<file path="src/rtl/rv_ctrl_pkg.sv">
// rv_ctrl_pkg: shared state/class enums, opcode constants and output encodings for the multicycle control path
package rv_ctrl_pkg;
  typedef enum logic [2:0] {
    S_FETCH, S_WAIT_I, S_DECODE, S_EXEC, S_MEM, S_WAIT_D, S_WB, S_TRAP
  } state_t;
  typedef enum logic [3:0] {
    C_ALU_R, C_ALU_I, C_LUI, C_AUIPC, C_JAL, C_JALR, C_BRANCH, C_LOAD, C_STORE
  } iclass_t;
  localparam logic [6:0] OP_OP     = 7'b0110011;
  localparam logic [6:0] OP_IMM    = 7'b0010011;
  localparam logic [6:0] OP_LUI    = 7'b0110111;
  localparam logic [6:0] OP_AUIPC  = 7'b0010111;
  localparam logic [6:0] OP_JAL    = 7'b1101111;
  localparam logic [6:0] OP_JALR   = 7'b1100111;
  localparam logic [6:0] OP_BRANCH = 7'b1100011;
  localparam logic [6:0] OP_LOAD   = 7'b0000011;
  localparam logic [6:0] OP_STORE  = 7'b0100011;
  localparam logic [1:0] PC_PLUS4  = 2'b00;
  localparam logic [1:0] PC_BRANCH = 2'b01;
  localparam logic [1:0] PC_JUMP   = 2'b10;
  localparam logic [1:0] WB_ALU    = 2'b00;
  localparam logic [1:0] WB_LOAD   = 2'b01;
  localparam logic [1:0] WB_LINK   = 2'b10;
  localparam logic [1:0] TC_ILLEGAL  = 2'b00;
  localparam logic [1:0] TC_MISALIGN = 2'b01;
  localparam logic [1:0] TC_TIMEOUT  = 2'b10;
endpackage

</file>
<file path="src/rtl/ctrl_decode_class.sv">
// ctrl_decode_class: combinational opcode to instruction class with illegal-opcode flag
module ctrl_decode_class
  import rv_ctrl_pkg::*;
(
  input  logic [6:0] opcode,
  output iclass_t    cls,
  output logic       illegal
);
  always_comb begin
    cls = C_ALU_R;
    illegal = 1'b0;
    case (opcode)
      OP_OP:     cls = C_ALU_R;
      OP_IMM:    cls = C_ALU_I;
      OP_LUI:    cls = C_LUI;
      OP_AUIPC:  cls = C_AUIPC;
      OP_JAL:    cls = C_JAL;
      OP_JALR:   cls = C_JALR;
      OP_BRANCH: cls = C_BRANCH;
      OP_LOAD:   cls = C_LOAD;
      OP_STORE:  cls = C_STORE;
      default:   illegal = 1'b1;
    endcase
  end
endmodule

</file>
<file path="src/rtl/multicycle_ctrl.sv">
// multicycle_ctrl: FETCH/DECODE/EXEC/MEM/WB sequencer with memory handshakes, traps and perf counters
module multicycle_ctrl
  import rv_ctrl_pkg::*;
#(
  parameter int XLEN           = 64,
  parameter int CNT_WIDTH      = 64,
  parameter int TIMEOUT_CYCLES = 255
) (
  input  logic                 clk,
  input  logic                 rst,
  input  logic [6:0]           opcode,
  input  logic [2:0]           funct3,
  input  logic                 branch_taken,
  input  logic [2:0]           addr_lo,
  input  logic                 halt_req,
  output logic                 imem_req,
  input  logic                 imem_ready,
  input  logic                 imem_rvalid,
  output logic                 dmem_req,
  output logic                 dmem_we,
  input  logic                 dmem_ready,
  input  logic                 dmem_rvalid,
  output logic                 ir_we,
  output logic                 pc_we,
  output logic [1:0]           pc_src,
  output logic                 alu_b_sel,
  output logic                 alu_a_sel,
  output logic                 rf_we,
  output logic [1:0]           wb_sel,
  output logic                 retire,
  output logic                 halted,
  output logic                 trap,
  output logic [1:0]           trap_cause,
  output logic [CNT_WIDTH-1:0] cycle_cnt,
  output logic [CNT_WIDTH-1:0] instret_cnt
);
  localparam int TW = TIMEOUT_CYCLES > 1 ? $clog2(TIMEOUT_CYCLES) : 1;
  localparam logic [TW-1:0] TMO_LAST = TW'(TIMEOUT_CYCLES > 0 ? TIMEOUT_CYCLES - 1 : 0);
  state_t state, state_n;
  iclass_t cls_q, dec_cls;
  logic dec_illegal, wait_st, tmo_hit, misaligned;
  logic [1:0] cause_q, cause_n;
  logic [TW-1:0] tmo_cnt;
  logic [2:0] amask;
  // the signed/unsigned bit of funct3 does not change the access size
  logic unused_f3;
  assign unused_f3 = funct3[2];
  ctrl_decode_class u_dec (.opcode(opcode), .cls(dec_cls), .illegal(dec_illegal));
  assign amask = funct3[1:0] == 2'b00 ? 3'b000 :
                 funct3[1:0] == 2'b01 ? 3'b001 :
                 funct3[1:0] == 2'b10 ? 3'b011 : (XLEN == 64 ? 3'b111 : 3'b011);
  assign misaligned = |(addr_lo & amask);
  assign wait_st = (state == S_FETCH && !halt_req) || state == S_WAIT_I || state == S_MEM || state == S_WAIT_D;
  assign tmo_hit = TIMEOUT_CYCLES != 0 && wait_st && tmo_cnt == TMO_LAST;
  always_comb begin
    state_n = state;
    cause_n = cause_q;
    {imem_req, dmem_req, dmem_we, ir_we, pc_we, pc_src, alu_b_sel, alu_a_sel} = '0;
    {rf_we, wb_sel, retire, halted, trap, trap_cause} = '0;
    if (!rst) begin
      case (state)
        S_FETCH: begin
          halted = halt_req;
          imem_req = !halt_req;
          if (!halt_req && imem_ready) state_n = S_WAIT_I;
        end
        S_WAIT_I: begin
          ir_we = imem_rvalid;
          if (imem_rvalid) state_n = S_DECODE;
        end
        S_DECODE: begin
          state_n = dec_illegal ? S_TRAP : S_EXEC;
          cause_n = dec_illegal ? TC_ILLEGAL : cause_q;
        end
        S_EXEC: begin
          if (cls_q == C_BRANCH) begin
            pc_we = 1'b1;
            pc_src = branch_taken ? PC_BRANCH : PC_PLUS4;
            retire = 1'b1;
            state_n = S_FETCH;
          end else if (cls_q == C_LOAD || cls_q == C_STORE) begin
            state_n = misaligned ? S_TRAP : S_MEM;
            cause_n = misaligned ? TC_MISALIGN : cause_q;
          end else begin
            state_n = S_WB;
          end
        end
        S_MEM: begin
          dmem_req = 1'b1;
          dmem_we = cls_q == C_STORE;
          pc_we = dmem_ready && dmem_we;
          retire = dmem_ready && dmem_we;
          if (dmem_ready) state_n = dmem_we ? S_FETCH : S_WAIT_D;
        end
        S_WAIT_D: begin
          wb_sel = WB_LOAD;
          if (dmem_rvalid) state_n = S_WB;
        end
        S_WB: begin
          rf_we = 1'b1;
          pc_we = 1'b1;
          retire = 1'b1;
          pc_src = (cls_q == C_JAL || cls_q == C_JALR) ? PC_JUMP : PC_PLUS4;
          wb_sel = (cls_q == C_JAL || cls_q == C_JALR) ? WB_LINK : cls_q == C_LOAD ? WB_LOAD : WB_ALU;
          state_n = S_FETCH;
        end
        default: begin
          trap = 1'b1;
          trap_cause = cause_q;
        end
      endcase
      if (state inside {S_EXEC, S_MEM, S_WAIT_D, S_WB}) begin
        alu_b_sel = !(cls_q inside {C_ALU_R, C_BRANCH});
        alu_a_sel = cls_q inside {C_AUIPC, C_JAL};
      end
      // a handshake landing in the timeout cycle has already moved state_n on
      if (tmo_hit && state_n == state) begin
        state_n = S_TRAP;
        cause_n = TC_TIMEOUT;
      end
    end
  end
  always_ff @(posedge clk) begin
    if (rst) begin
      state <= S_FETCH;
      cls_q <= C_ALU_R;
      cause_q <= TC_ILLEGAL;
      tmo_cnt <= '0;
      cycle_cnt <= '0;
      instret_cnt <= '0;
    end else begin
      state <= state_n;
      if (state == S_DECODE) cls_q <= dec_cls;
      cause_q <= cause_n;
      tmo_cnt <= (wait_st && state_n == state) ? tmo_cnt + TW'(1) : '0;
      cycle_cnt <= cycle_cnt + CNT_WIDTH'(1);
      instret_cnt <= instret_cnt + CNT_WIDTH'(retire);
    end
  end
endmodule

</file>
<file path="config.mk">
export PLATFORM = sky130hd
export DESIGN_NAME = multicycle_ctrl
export DESIGN_NICKNAME = d
export VERILOG_FILES = /design/src/rtl/rv_ctrl_pkg.sv /design/src/rtl/ctrl_decode_class.sv /design/src/rtl/multicycle_ctrl.sv
export SDC_FILE = /design/constraint.sdc
export NUM_CORES = 1
export LEC_CHECK = 0
export CAP_MARGIN = 20
export CORE_MARGIN = 5
export CORE_UTILIZATION = 51
export CTS_CLUSTER_SIZE = 28
export DETAILED_ROUTE_END_ITERATION = 6
export PLACE_DENSITY_LB_ADDON = 0.05
export SETUP_SLACK_MARGIN = 0.2
export SYNTH_ARGS = -nofsm -noshare
export SYNTH_HDL_FRONTEND = slang
export SYNTH_SLANG_ARGS = --single-unit
</file>
<file path="constraint.sdc">
create_clock -name clk -period 3.4 [get_ports clk]
set_input_delay 0.68 -clock clk [delete_from_list [all_inputs] [get_ports clk]]
set_output_delay 0.68 -clock clk [all_outputs]
set_load 0.02 [all_outputs]
</file>
==> impl_metrics.env <==
export IMPL_cts_root_buf="clkbuf_16"
export IMPL_p_leak_nw=3.20
export IMPL_drtAntennaViolNets=0
export IMPL_grt_max_degree=87
export IMPL_status="complete, no violations"
export IMPL_syn_inst=874
export IMPL_via_per_inst=5.61
export IMPL_portBuffers=164
export IMPL_ys_warn_count=0
export IMPL_skew_ns=0.00766
export IMPL_grt_usage=0.220
export IMPL_initial_core_util=0.520
export IMPL_worstPathRequired_ns=2.72
export IMPL_ios=166
export IMPL_slowest_stage="clkdlybuf4s50_1"
export IMPL_ff2ff_path_depth=11
export IMPL_firstDrtPassIters=6
export IMPL_cp_max_fo=9
export IMPL_postCtsSetupBuffers=0
export IMPL_hold_path_depth=1
export IMPL_cts_tree="yes"
export IMPL_ys_ff_latch=145
export IMPL_drt_iter0_drc=414
export IMPL_synth_ff_type="dfxtp_1"
export IMPL_place_gp_congestion=0.875
export IMPL_worst_pin_slew_ns=0.896
export IMPL_grt_pass1_wl_um=30200
export IMPL_power_density_nw_per_um2=414
export IMPL_synth_area_um2=7210
export IMPL_place_ws_ns=-0.00831
export IMPL_r2r_start="cls_q[1]"
export IMPL_cp_start_kind="register"
export IMPL_hp_start="tmo_cnt[0]"
export IMPL_min_path_type="reg2reg"
export IMPL_fill_cells=1161
export IMPL_grt_antenna_before_repair=0
export IMPL_r2r_slack_ns=0.39
export IMPL_async_flop_share=0
export IMPL_wirelength_um=18500
export IMPL_postCtsHoldBufs=0
export IMPL_fin_crit_sh=0.905
export IMPL_wire_per_inst_um=15.0
export IMPL_die_w_um=129
export IMPL_die_y_um=129
export IMPL_path_class="reg2out"
export IMPL_rsz0062_at_grt="no"
export IMPL_avgSynthCellArea_um2=8.25
export IMPL_cts_sinks=145
export IMPL_overflow=0
export IMPL_rr_endpoint="instret_cnt[59]"
export IMPL_dpl_cell_area_um2=9100
export IMPL_coreArea_um2=13900
export IMPL_slew_viol_final=0
export IMPL_fin_area_um2=9710
export IMPL_drcViolationCount=0
export IMPL_slew_headroom=0.397
export IMPL_syn_num_nets=900
export IMPL_nNetsFinal=1064
export IMPL_clk_pin_slew_ns=0.06
export IMPL_min_to="tmo_cnt[0]"
export IMPL_yosysUniqueCellTypes=54
export IMPL_cts_htree_levels=4
export IMPL_post_route_min_period_ns=3.08
export IMPL_fmaxAchievable_mhz=325
export IMPL_cts_buffers=17
export IMPL_grt_pass1_vias=6316
export IMPL_post_route_util=0.699
export IMPL_path_delay_family="buffers and inverters"
export IMPL_vias=6904
export IMPL_rows=43
export IMPL_synth_seq_area_share=0.402
export IMPL_cap_violations=0
export IMPL_cts_path_max_buffers=2
export IMPL_cpPeakStageDelay_ns=0.59
export IMPL_clk_latency_ns=0.42
export IMPL_cp_data_arrival_time_ns=2.40
export IMPL_n_antenna_cell=0
export IMPL_synth_edf_count=0
export IMPL_place_detailed_hpwl_um=13000
export IMPL_ir_drop_v=0.000395
export IMPL_drive_above_1_share=0.0780
export IMPL_cp_num_buf_inv=2
export IMPL_whs_ns=0.479
export IMPL_area_growth_pct=34.6
export IMPL_critPathCaptureType="primary output"
export IMPL_path_cells="or4bb_4, o32a_1, nor2_4, buf_4, clkdlybuf4s50_1"
export IMPL_finalSetupViolCount=0
export IMPL_fin_ws_ns=0.323
export IMPL_design_die_area_um2=16600
export IMPL_hold_viol_final=0
-- stage by stage --
stage	setup TNS [ns]	total power, mW	instances
2_1_floorplan	0	2.09	874
3_3_place_gp	0	2.22	1199
3_5_place_dp	-0.0194	2.22	1199
6_report	0	4.02	1231
5_1_grt	0	4.19	1231
4_1_cts	0	4.05	1231
-- registers in the layout, summed over array words and instances, names as in the netlist --
register and flops:
cycle_cnt 64, instret_cnt 64, tmo_cnt 8, cls_q 4, state 3, cause_q 2
-- report_power, final --
group	internal, mW	leakage (nW)	switching [mW]
combinational	0.175	1.75	0.255
sequential	1.73	1.17	0.0372
clock	1.09	0.272	0.740
-- worst max-delay path by stage --
stage,depth (start not counted),start,end
finish,5,cls_q[1],pc_we
global route,13,cls_q[2],instret_cnt[59]
CTS,5,cls_q[0],retire
detailed placement,13,dmem_ready,instret_cnt[36]
global placement,13,dmem_ready,instret_cnt[56]
floorplan,12,rst,instret_cnt[46]
-- cell families after synthesis --
logic type / count (synthesis) / share of synthesized area
xor gates and xnor gates: 87 / 0.106
muxes: 3 / 0.00451
and+or+nand+nor: 450 / 0.350
buffers and inverters: 61 / 0.0337
DFF: 145 / 0.402
adders and majority gates: 5 / 0.00867
AOI/OAI and AO/OA: 123 / 0.0952
-- placed cells by master (no fill, tap or decap), types with 6 or more instances in the layout --
| master | synthesis | layout |
|---|---|---|
| clkdlybuf4s50_1 | 0 | 163 |
| dfxtp_1 | 145 | 141 |
| nor2_1 | 109 | 108 |
| nand4_1 | 59 | 59 |
| a21oi_1 | 55 | 55 |
| nand2_1 | 51 | 51 |
| xor2_1 | 47 | 47 |
| nand3_1 | 46 | 45 |
| xnor2_1 | 40 | 40 |
| or3_1 | 35 | 35 |
| o21ai_1 | 32 | 32 |
| nor3_1 | 28 | 26 |
| buf_4 | 1 | 25 |
| and3_1 | 21 | 21 |
| inv_1 | 18 | 18 |
| nor4_1 | 18 | 18 |
| clkbuf_16 | 0 | 17 |
| and4_1 | 15 | 15 |
| and2_1 | 14 | 14 |
| o21ai_0 | 11 | 11 |
| nor2b_1 | 10 | 10 |
| o31ai_1 | 7 | 7 |
| or4_1 | 7 | 7 |
| nand3b_1 | 6 | 6 |
-- synth_stat cells (3+ instances only) --
cell,n,area share
inv_1,18,0.0094
buf_2,8,0.0056
a22oi_1,4,0.0042
a31oi_1,3,0.0026
o21ai_1,32,0.022
nor2_1,109,0.057
or4_1,7,0.0073
nor2b_1,10,0.0087
dfxtp_1,145,0.40
and2_1,14,0.012
nor4_1,18,0.016
nand4b_1,5,0.0061
or3_1,35,0.030
nand4_2,5,0.0087
nand4_1,59,0.051
and4_1,15,0.018
nand3_1,46,0.032
ha_1,5,0.0087
a21oi_1,55,0.038
xnor2_1,40,0.049
nand2b_1,3,0.0026
xor2_1,47,0.057
o31ai_1,7,0.0073
nor4_2,5,0.0087
nand3b_1,6,0.0062
o21ai_0,11,0.0076
nor3_1,28,0.019
and3_1,21,0.018
clkbuf_1,32,0.017
nand2_1,51,0.027
-- final cells by class --
class / count / area (um2) / share of cell area
Clock inverter: 15 / 160 / 0.0165
Multi-Input combinational cell: 668 / 4100 / 0.423
Sequential cell: 145 / 2910 / 0.300
Inverter: 18 / 67.6 / 0.00696
Clock buffer: 17 / 425 / 0.0438
Tap cell: 180 / 225 / 0.0232
Timing Repair Buffer: 188 / 1820 / 0.187
-- worst reg2reg max path: stages (launching register included) --
cell and delay (ns):
dfxtp_2 0.44, or4bb_4 0.53, o32a_1 0.22, nor2_4 0.10
ha_1 0.19, buf_4 0.12, nand4_1 0.20, nor3_2 0.24
nand4_2 0.17, buf_4 0.23, or3_1 0.35, a21oi_1 0.15
-- routing by layer --
| layer | GRT usage | routed length, um | vias up |
|---|---|---|---|
| met5 | 0 | 0 | - |
| met4 | 0.0611 | 217 | 0 |
| met3 | 0.0519 | 840 | 18 |
| met2 | 0.357 | 8930 | 170 |
| met1 | 0.294 | 8480 | 3223 |
| li1 | - | - | 3493 |
-- repair_timing --
| item | CTS | global route |
|---|---|---|
| pin swaps | 0 | 0 |
| resized for setup | 1 | 7 |
| setup endpoints to repair | 2 | 24 |
| hold endpoints to repair | 0 | 0 |
(Power assumes the default switching activity.)
